File: src/rtl/systolic_result_deskew.sv
// Receive-side deskew for the systolic array: gathers diagonally skewed result lanes into an
// N x N matrix with a valid/ack handoff. Optional clamping selected by DESKEW_SATURATE_EN.
module systolic_result_deskew #(
  parameter int MATRIX_SIZE = 4,
  parameter int ACC_WIDTH   = 16,
  parameter int OUT_WIDTH   = 8
) (
  input  logic                                             clk,
  input  logic                                             rst,
  input  logic                                             start,
  input  logic                                             in_valid,
  input  logic [MATRIX_SIZE-1:0][ACC_WIDTH-1:0]            TPU_outarray,
  input  logic                                             result_ack,
  output logic                                             busy,
  output logic                                             result_valid,
  output logic [MATRIX_SIZE*MATRIX_SIZE*OUT_WIDTH-1:0]     flattened_array_output,
  output logic                                             sat_flag
);

  localparam int N         = MATRIX_SIZE;
  localparam int LAST_STEP = 2 * N - 2;
  localparam int STEP_W    = (LAST_STEP > 0) ? $clog2(LAST_STEP + 1) : 1;

  localparam logic [1:0] IDLE    = 2'd0;
  localparam logic [1:0] CAPTURE = 2'd1;
  localparam logic [1:0] DONE    = 2'd2;

  logic [1:0]                      state;
  logic [STEP_W-1:0]               step;
  // Element (i,j) lives at index N*N-1-(i*N+j), which puts (0,0) in the MSBs of the flat word.
  logic [N*N-1:0][OUT_WIDTH-1:0]   matrix;
  logic [N-1:0][OUT_WIDTH-1:0]     lane_out;

`ifdef DESKEW_SATURATE_EN
  logic [N-1:0] lane_sat;
  logic [N-1:0] lane_live;
  logic         sat_q;

  // NOTE: every always_comb output gets a default before any branch so no latch is inferred.
  always_comb begin
    lane_out  = '0;
    lane_sat  = '0;
    lane_live = '0;
    for (int j = 0; j < N; j++) begin
      // In range iff all bits from the OUT_WIDTH sign bit upward agree.
      lane_sat[j]  = !((&TPU_outarray[j][ACC_WIDTH-1:OUT_WIDTH-1]) ||
                       !(|TPU_outarray[j][ACC_WIDTH-1:OUT_WIDTH-1]));
      lane_live[j] = (int'(step) >= j) && (int'(step) < j + N);
      if (lane_sat[j])
        lane_out[j] = TPU_outarray[j][ACC_WIDTH-1] ? {1'b1, {(OUT_WIDTH-1){1'b0}}}
                                                   : {1'b0, {(OUT_WIDTH-1){1'b1}}};
      else
        lane_out[j] = TPU_outarray[j][OUT_WIDTH-1:0];
    end
  end

  // Only lanes inside the diagonal window count; padding slots never raise the flag.
  always_ff @(posedge clk or posedge rst) begin
    if (rst)
      sat_q <= 1'b0;
    else if (state == IDLE && start)
      sat_q <= 1'b0;
    else if (state == CAPTURE && in_valid && |(lane_sat & lane_live))
      sat_q <= 1'b1;
  end

  assign sat_flag = sat_q;
`else
  logic lane_unused;

  always_comb begin
    lane_out = '0;
    for (int j = 0; j < N; j++)
      lane_out[j] = TPU_outarray[j][OUT_WIDTH-1:0];
  end

  assign lane_unused = ^TPU_outarray;
  assign sat_flag    = 1'b0;
`endif

  // NOTE: the matrix is reset along with the control state so no stale result is ever visible.
  always_ff @(posedge clk or posedge rst) begin
    if (rst) begin
      // NOTE: sequential state is only ever updated with non-blocking assignments.
      state  <= IDLE;
      step   <= '0;
      matrix <= '0;
    end else begin
      case (state)
        IDLE: begin
          if (start) begin
            step   <= '0;
            matrix <= '0;
            state  <= CAPTURE;
          end
        end
        CAPTURE: begin
          if (in_valid) begin
            // At step t only the anti-diagonal i+j == t carries data.
            for (int i = 0; i < N; i++)
              for (int j = 0; j < N; j++)
                if (int'(step) == i + j)
                  matrix[N*N-1-i*N-j] <= lane_out[j];
            if (int'(step) == LAST_STEP)
              state <= DONE;
            else
              step <= step + STEP_W'(1);
          end
        end
        DONE: begin
          if (result_ack)
            state <= IDLE;
        end
        default: state <= IDLE;
      endcase
    end
  end

  assign busy                   = (state != IDLE);
  assign result_valid           = (state == DONE);
  assign flattened_array_output = matrix;

endmodule

File: config.mk
export PLATFORM = sky130hd
export DESIGN_NAME = systolic_result_deskew
export DESIGN_NICKNAME = d
export VERILOG_FILES = /design/src/rtl/systolic_result_deskew.sv
export SDC_FILE = /design/constraint.sdc
export NUM_CORES = 1
export LEC_CHECK = 0
export CORE_UTILIZATION = 40
export CTS_CLUSTER_SIZE = 20
export DETAILED_ROUTE_END_ITERATION = 16
export PLACE_DENSITY_LB_ADDON = 0.1
export SYNTH_ARGS = -nofsm -noshare
export SYNTH_HDL_FRONTEND = slang
export SYNTH_SLANG_ARGS = --single-unit
File: constraint.sdc
create_clock -name clk -period 12.25 [get_ports clk]
set_input_delay 2.45 -clock clk [delete_from_list [all_inputs] [get_ports clk]]
set_output_delay 2.45 -clock clk [all_outputs]
set_load 0.005 [all_outputs]
# After elaboration in Yosys (flattened, before gate mapping)
# Cells that the tools add are included.
[classes]
addsub = 1
eq_ne = 19
n_mux = 28
reduce_logical = 13
[op_table]
columns = ["operator", "n"]
rows = [
  ["128-bit two-way mux", 2],
  ["128-bit one-hot mux with 2 select lines", 1],
  ["8-bit two-way mux", 16],
  ["4-bit AND reduction", 9],
  ["2-bit != test, second input constant", 11],
  ["3-bit equality test, second input constant", 4],
  ["3-bit two-way mux", 3],
  ["2-bit two-way mux", 4],
  ["3-bit by 2-bit equality test with 1-bit output, second input constant", 2],
  ["2-bit one-hot mux with 3 select lines", 1],
  ["3-bit one-hot mux with 2 select lines", 1],
  ["2-bit nonzero test", 2],
  ["3-bit by 1-bit adder with 3-bit output, second input constant", 1],
  ["3-bit logical NOT", 1],
  ["2-bit by 1-bit equality test with 1-bit output, second input constant", 1],
  ["2-bit equality test, second input constant", 1],
  ["2-bit logical NOT", 1],
]
[totals]
reg_bits = 133
in_bits = 69
output_inout_bits = 131
word_cells = 79

# Logic depth before layout (Yosys ltp)
# Gate-level depths: netlist (run 1).
[logic_depth]
depth_word = 4
ltp_mapped = 8
mapped_depth_nobuf = 5

# Worst setup path after synthesis (run 1)
# OpenSTA, ideal clock, no wires.
[synth_timing]
path_type = "input to register"
startpoint = "input in_valid"
endpoint = "register matrix, in the netlist flattened_array_output[91]"
setup_time_ps = 121
arrival_ps = 3402
required_time_ps = 12129
path_slack_ps = 8727
stages = 5
n_path_buf = 2
path_cell_list = "buf_6 nand4b_4 buf_6 mux2_4 a22o_1"
[synth_via]
elab_chain_cells = 2
[synth_rtl]
columns = ["item", "line_no", "rtl"]
rows = [
  ["start, declared", "11", "input logic in_valid,"],
  ["2-bit != test (no line)", "-", ""],
  ["4-bit AND reduction (no line)", "-", ""],
  ["end signal, assigned by index", "103", "matrix[N*N-1-i*N-j] <= lane_out[j];"],
  ["end, declared", "31", "logic [N*N-1:0][OUT_WIDTH-1:0] matrix;"],
]
# No other way between the ends.
# A chain may end at the register's enable or synchronous reset.

# Worst setup path after layout (run 1)
[layout_timing]
startpoint = "input in_valid"
endpoint = "register matrix, in the netlist flattened_array_output[73]"
# Same word-level chain as after synthesis.

==> results of run 1 <==
[flip-flops by register name, summed over array words and instances (netlist names)]
register / cells
flattened_array_output: 128
state: 2
step: 3
[worst reg2reg max path: stages, from the launching register on]
cell	delay, ns
dfrtp_4	0.93
buf_4	0.71
nand4b_4	0.64
a21o_2	0.60
a22o_1	0.32
[power breakdown]
| group | switching, uW | total, uW | internal (uW) | leakage [uW] |
|---|---|---|---|---|
| clock | 196 | 485 | 288 | 0.000256 |
| sequential | 161 | 764 | 603 | 0.00148 |
| combinational | 353 | 935 | 582 | 0.00209 |
[worst paths after layout]
kind | startpoint | endpoint | slack [ns]
min in group asynchronous | rst | flattened_array_output[24] | 2.48
hold / removal | flattened_array_output[25] | flattened_array_output[25] | 0.50
max in group asynchronous | rst | flattened_array_output[91] | 8.41
setup / recovery | in_valid | flattened_array_output[73] | 7.50
hold reg to reg | flattened_array_output[25] | flattened_array_output[25] | 0.50
setup reg to reg | state[0] | flattened_array_output[107] | 8.95
[layout make-up]
| cell class | instances | area, um^2 |
|---|---|---|
| Clock inverter | 12 | 106 |
| Clock buffer | 20 | 457 |
| Timing Repair Buffer | 169 | 1680 |
| Tap cell | 216 | 270 |
| Sequential cell | 133 | 3330 |
| Inverter | 9 | 38.8 |
| Multi-Input combinational cell | 294 | 2890 |
| Fill cell | 1354 | 7220 |
[layer usage]
layer  track usage (%)  vias up
li1                  -     2176
met2              35.1      128
met4              7.59        0
met1              29.2     2534
met3              5.17       15
met5                 0        -
[cells by family after synthesis]
kind of cell | Yosys count | share of synthesized area [%]
muxes | 80 | 14.3
buffers and inverters | 56 | 5.61
DFF | 133 | 50.6
and+or+nand+nor | 53 | 7.32
AOI/OAI and AO/OA | 155 | 21.2
adders and majority gates | 5 | 0.951
other | 1 | 0.0570
[stage by stage]
| step | utilization [%] | hold WS, ns | area (um^2) |
|---|---|---|---|
| 2_1_floorplan | - | 0.489 | 6580 |
| 3_3_place_gp | 51.4 | 0.482 | 8220 |
| 3_5_place_dp | 51.4 | 0.481 | 8220 |
| 4_1_cts | 54.9 | 0.503 | 8780 |
| 5_1_grt | 54.9 | 0.514 | 8780 |
| 6_report | 54.9 | 0.499 | 8780 |
[placed cells by master, fill, tap and decap left out, types with 2 or more instances in the layout]
master             n
clkbuf_16         17
dfrtp_1          131
a22o_1           112
nor2_1             2
o221ai_1           3
clkinv_2           3
o311ai_0           2
mux2_1            11
and3b_1           32
nor2_2             2
o211a_1           16
clkbuf_8           2
nand2_1            4
a21o_1             4
nand4_4            2
clkdlybuf4s50_1  166
mux2_2            58
ha_1               5
buf_4              3
a221o_1           16
nand4b_4           2
mux2_4            11
clkinvlp_4         7
inv_1              8
==> impl_metrics.ini, run 1 <==
[logic_synthesis]
yosysTopAreaCellShare_pct = 50.6
synth_area_um2 = 6580
yosys_warnings = 0
synth_top_area_cell = dfrtp_1
synth_edf_count = 0
yosys-top-cells-count = 133 x dfrtp_1, 112 x a22o_1, 58 x mux2_2
yosysMostFrequentCell = dfrtp_1
async_flop_share_pct = 100
synth_cells = 483
synth_ff_type = dfrtp_1
seq_area_frac_synth_pct = 50.6
synth_fp_nets = 557
syn-mean-instance-area_um2 = 13.6
ys_seq_elements = 133
synth_area_leaders = dfrtp_1 51%, a22o_1 15%, mux2_2 9.9%
synth_cell_types = 35

[clock_tree]
insertion_delay_ns = 0.42
clockBufferDepth = 2
clk_pin_slew_ns = 0.06
numCtsBuffers = 17
post_cts_resized = 0
clockRootBuffer = clkbuf_16
cts_setup_buffers = 0
htree_levels = 4
ctsHoldBuffers = 0
clock-sinks = 133
tritoncts = yes

[layout]
layout-drive-gt1-share_pct = 18.5
n_antenna_cell = 0
final_cells = 853
nNetsFinal = 698
area_growth_syn_to_layout_pct = 33.4

[place]
gp_congestion = 0.789
dp_cells = 821
dp_slack_ns = 7.10
numPortBuffers = 166
hpwl_mm = 10.9

[route]
wl_met1_mm = 8.05
firstDrtPassIters = 6
wl_mm = 17.7
first_iter_violations = 320
drtAntennaViolNets = 0
routedWlPerCell_um = 20.8
top_layer = met4
drc = 0
wl_met2_mm = 8.48
wl_met3_um = 918
viasPerCell = 5.69
vias = 4853

[floorplanning]
start_util_pct = 41.1
die_w_um = 130
io_pins = 200
die-area_um2 = 17000
coreArea_um2 = 16000
rows = 46
die_height_um = 130

[min_path]
holdPathStages = 1
hold_path_class = reg -> reg

[sta]
fin_setup_tns_ns = 0
setup_viol_count_final = 0
worst_pin_slew_ns = 1.13
fin_skew_ns = 0.00652
clock.fmax_mhz = 210
rsz0062_at_grt = no
finalWorstSetupSlack_ns = 7.50
finalCritPeriodShare_pct = 38.8
max_slew_margin_pct = 24.4
hold_viol_final = 0
finalMaxSlewViolations = 0
min_period_ns = 4.75

[run]
maxCapViolations = 0

[pwr]
ir_drop_v = 0.0000980
power_leakage_uw = 0.00383
powerDensity_nw_per_um2 = 249
power.total_uw = 2180

[worst_setup_path]
required_ns = 12.60
cp-start-kind = input pin
cpLargestDelayFamily = compound AO/OA/AOI/OAI gates
cpPeakStageDelay_ns = 0.98
worstPathCellList = clkdlybuf4s50_1 -> and4b_2 -> a21oi_4 -> a22o_1
slowest_stage = a21oi_4
critical_path_depth = 4
crit_path_end_kind = flop
crit_fanout = 33
crit_buf_inv = 1
arrival_ns = 5.10
reg2reg_depth = 4
critPathKind = in -> reg

[status]
status = complete, no violations

[global_routing]
grt_max_degree = 74
grt_antenna_before_repair = 0
grt_overflow = 0
grt_pass1_vias = 4876
grt.total_usage_pct = 22.0
grt_pass1_wl_mm = 28.0
(Power assumes the default switching activity.)
==> run 2: changes to the inputs <==
- clock period: 12.25 -> 3.9 ns (I/O delays scaled with it)
==> impl_metrics.ini, run 2 (synthesis results as in run 1) <==
[global_routing]
grt_overflow = 0
grt.total_usage_pct = 21.8
grt_max_degree = 78
grt_pass1_wl_mm = 27.9
grt_pass1_vias = 4962
grt_antenna_before_repair = 0

[route]
vias = 4837
first_iter_violations = 188
routedWlPerCell_um = 20.9
firstDrtPassIters = 4
drtAntennaViolNets = 0
drc = 0
wl_mm = 18.0
viasPerCell = 5.62

[place]
gp_congestion = 0.768
dp_cells = 828
hpwl_mm = 11.6
numPortBuffers = 166

[worst_setup_path]
critPathKind = reg -> out
reg2reg_depth = 3
cp-start-kind = flop
crit_fanout = 77
crit_path_end_kind = primary output
required_ns = 3.12
arrival_ns = 2.19

[layout]
fillCellCount = 1373
area_growth_syn_to_layout_pct = 35.5
largest_reg_flops = 128
nNetsFinal = 705
layout-drive-gt1-share_pct = 19.4
n_antenna_cell = 0
layout_common_cells = 166 x clkdlybuf4s50_1, 131 x dfrtp_1, 112 x a22o_1
regArea_um2 = 3330
final_cells = 860
multi_input_area_um2 = 2890
final_common_cell = clkdlybuf4s50_1

[sta]
finalMaxSlewViolations = 0
setup_viol_count_final = 0
fin_setup_tns_ns = 0
fin_skew_ns = 0.00712
worst_pin_slew_ns = 0.861
rsz0062_at_grt = no
max_slew_margin_pct = 42.6
hold_viol_final = 0
finalCritPeriodShare_pct = 76.1
clock.fmax_mhz = 337
min_period_ns = 2.97

[status]
status = complete, no violations

[clock_tree]
clockBufferDepth = 2
post_cts_resized = 0
insertion_delay_ns = 0.42
ctsHoldBuffers = 0
tritoncts = yes
clk_pin_slew_ns = 0.05
numCtsBuffers = 17
clockRootBuffer = clkbuf_16
htree_levels = 4
clock-sinks = 133
cts_setup_buffers = 0

[floorplanning]
die-area_um2 = 17000
coreArea_um2 = 16000
io_pins = 200
die_w_um = 130
rows = 46
start_util_pct = 41.1
die_height_um = 130

[min_path]
holdPathStages = 1
hold_path_class = reg -> reg

[pwr]
power_leakage_uw = 0.00391
ir_drop_v = 0.000307
powerDensity_nw_per_um2 = 788

[run]
maxCapViolations = 0
## run 2: cell types whose count changed in the layout (fill, tap and decap cells not counted)
cell and change:
inv_6 -1, clkinv_4 +2, buf_4 +4, clkinvlp_4 -3, buf_12 +3, bufinv_16 +2
## run 2: where the power goes
part | internal, uW | switching (uW) | total [uW]
Sequential | 1890 | 519 | 2410
Combinational | 1850 | 1100 | 2960
Clock | 1040 | 613 | 1650
## run 2: path summary, 6_finish.rpt
| kind | startpoint | to | slack (ns) |
|---|---|---|---|
| worst max register to register | state[0] | flattened_array_output[91] | 1.27 |
| worst min-delay path | flattened_array_output[26] | flattened_array_output[26] | 0.50 |
| worst min register to register | flattened_array_output[26] | flattened_array_output[26] | 0.50 |
| worst max-delay path | state[0] | busy | 0.93 |
| min in group asynchronous | rst | flattened_array_output[120] | 0.75 |
| max in group asynchronous | rst | state[0] | 2.45 |
## run 2: routing by layer
layer / GRT usage (%) / vias to the layer above / part of all wire [%]
met5: 0 / - / 0
met4: 6.50 / 0 / 0.86
met3: 6.19 / 13 / 5.6
met2: 35.6 / 131 / 49
met1: 27.9 / 2508 / 44
li1: - / 2185 / -
## run 2: worst max-delay path: stages, from the launching register on
cell             delay, ns
dfrtp_4               0.97
nor2_1                0.20
inv_1                 0.10
clkdlybuf4s50_1       0.50
## run 2: area by class of cell
| type | count | area share [%] |
|---|---|---|
| Clock inverter | 12 | 1.73 |
| Sequential cell | 133 | 37.4 |
| Clock buffer | 20 | 5.12 |
| Inverter | 9 | 0.421 |
| Timing Repair Buffer | 176 | 19.9 |
| Multi-Input combinational cell | 294 | 32.4 |
| Tap cell | 216 | 3.03 |
## run 2: metrics by stage
step	hold WS (ns)	utilization, %	instance area, um^2	setup WS, ns	power [uW]
2_1_floorplan	0.489	-	6580	1.47	4060
3_3_place_gp	0.482	51.9	8310	0.756	5310
3_5_place_dp	0.483	51.9	8310	0.757	5410
4_1_cts	0.500	55.7	8920	0.886	7090
5_1_grt	0.511	55.7	8920	0.816	7440
6_report	0.495	55.7	8920	0.931	7020
==> run 3: changes to the inputs <==
- clock period: 3.9 -> 2.6 ns (I/O delays scaled with it)
==> impl_metrics.ini, run 3 (synthesis results as in run 1) <==
[status]
status = complete, no violations

[place]
hpwl_mm = 11.8
numPortBuffers = 166
gp_congestion = 0.811
dp_slack_ns = 0.310

[layout]
multi_input_area_um2 = 2890
fillCellCount = 1353
largest_reg_flops = 128
n_antenna_cell = 0
layout-drive-gt1-share_pct = 20.5
regArea_um2 = 3330
nNetsFinal = 715
layout_common_cells = 166 x clkdlybuf4s50_1, 131 x dfrtp_1, 112 x a22o_1
final_common_cell = clkdlybuf4s50_1
area_growth_syn_to_layout_pct = 37.6

[clock_tree]
tritoncts = yes
ctsHoldBuffers = 0
clock-sinks = 133
post_cts_resized = 0
clockBufferDepth = 2
cts_setup_buffers = 0
numCtsBuffers = 17
clk_pin_slew_ns = 0.06
htree_levels = 4
insertion_delay_ns = 0.41
clockRootBuffer = clkbuf_16

[route]
routedWlPerCell_um = 20.7
vias = 4876
drtAntennaViolNets = 0
drc = 0
first_iter_violations = 301
wl_mm = 18.0
viasPerCell = 5.60
firstDrtPassIters = 6

[sta]
finalWorstSetupSlack_ns = 0.286
finalMaxSlewViolations = 0
rsz0062_at_grt = no
clock.fmax_mhz = 432
min_period_ns = 2.31
max_slew_margin_pct = 56.6
finalCritPeriodShare_pct = 89.0
fin_skew_ns = 0.00636
setup_viol_count_final = 0
worst_pin_slew_ns = 0.650
hold_viol_final = 0
fin_setup_tns_ns = 0

[floorplanning]
die_w_um = 130
coreArea_um2 = 16000
rows = 46
die-area_um2 = 17000
io_pins = 200
die_height_um = 130
start_util_pct = 41.1

[global_routing]
grt_pass1_wl_mm = 28.5
grt.total_usage_pct = 22.2
grt_pass1_vias = 4997
grt_antenna_before_repair = 0
grt_overflow = 0
grt_max_degree = 60

[pwr]
ir_drop_v = 0.000618
powerDensity_nw_per_um2 = 1200
power_leakage_uw = 0.00398

[worst_setup_path]
worstPathCellList = nor2b_1 -> clkdlybuf4s50_1
arrival_ns = 1.79
crit_fanout = 23
cp-start-kind = flop
cpPeakStageDelay_ns = 0.62
slowest_stage = dfrtp_2
required_ns = 2.08
critPathKind = reg -> out
crit_path_end_kind = primary output

[run]
maxCapViolations = 0

[min_path]
hold_path_class = in -> async
## run 3: cell count changes in the layout (fill, tap and decap cells not counted), sizes merged
cell,delta
buf,+10
clkinv,-4
bufinv,+3
inv,+1
## run 3: power breakdown
part	switching (uW)	total, uW	internal [uW]
combinational	1810	4620	2820
sequential	637	3480	2840
clock	916	2740	1830
total	3360	10800	7490
## run 3: cell type report
class	count	share of cell area (%)
repair buffers	186	20.4
inverters	9	0.415
clock buffers	20	4.93
multi-input cells	294	31.9
well taps	216	2.99
flip-flops and latches	133	36.8
clock inverters	12	2.49
## run 3: routing by layer
metal / vias up / wire length [um] / GRT usage [%]
met5: - / 0 / 0
met3: 14 / 937 / 5.62
met2: 123 / 8830 / 35.8
met1: 2535 / 8040 / 29.3
met4: 0 / 208 / 7.25
li1: 2204 / - / -
## run 3: path summary, 6_finish.rpt
kind                                                  from                    endpoint  slack, ns  cells after the start
worst max-delay path                              state[1]                result_valid       0.29                      2
max in group asynchronous                              rst                    state[0]       1.44                      3
min in group clk                flattened_array_output[24]  flattened_array_output[24]       0.50                      1
worst min register to register  flattened_array_output[24]  flattened_array_output[24]       0.50                      1
worst min-delay path                                   rst  flattened_array_output[26]       0.49                      2
worst max register to register                    state[0]  flattened_array_output[74]       0.53                      4
## run 3: worst max-delay path, delay by kind of cell, from the launching register on
family,cells,cell delay [ns]
buffers and inverters,1,0.53
and+or+nand+nor,1,0.24
DFF,1,0.62
## run 3: metrics by stage
stage          cell area, um^2  hold WS, ns  util, %  instances  power (uW)
5_1_grt                   9050        0.517     56.6        870       11500
6_report                  9050        0.494     56.6        870       10800
4_1_cts                   9050        0.495     56.6        870       10900
3_3_place_gp              8380        0.482     52.4        838        8020
3_5_place_dp              8380        0.480     52.4        838        8150
2_1_floorplan             6580        0.489        -        483        6100
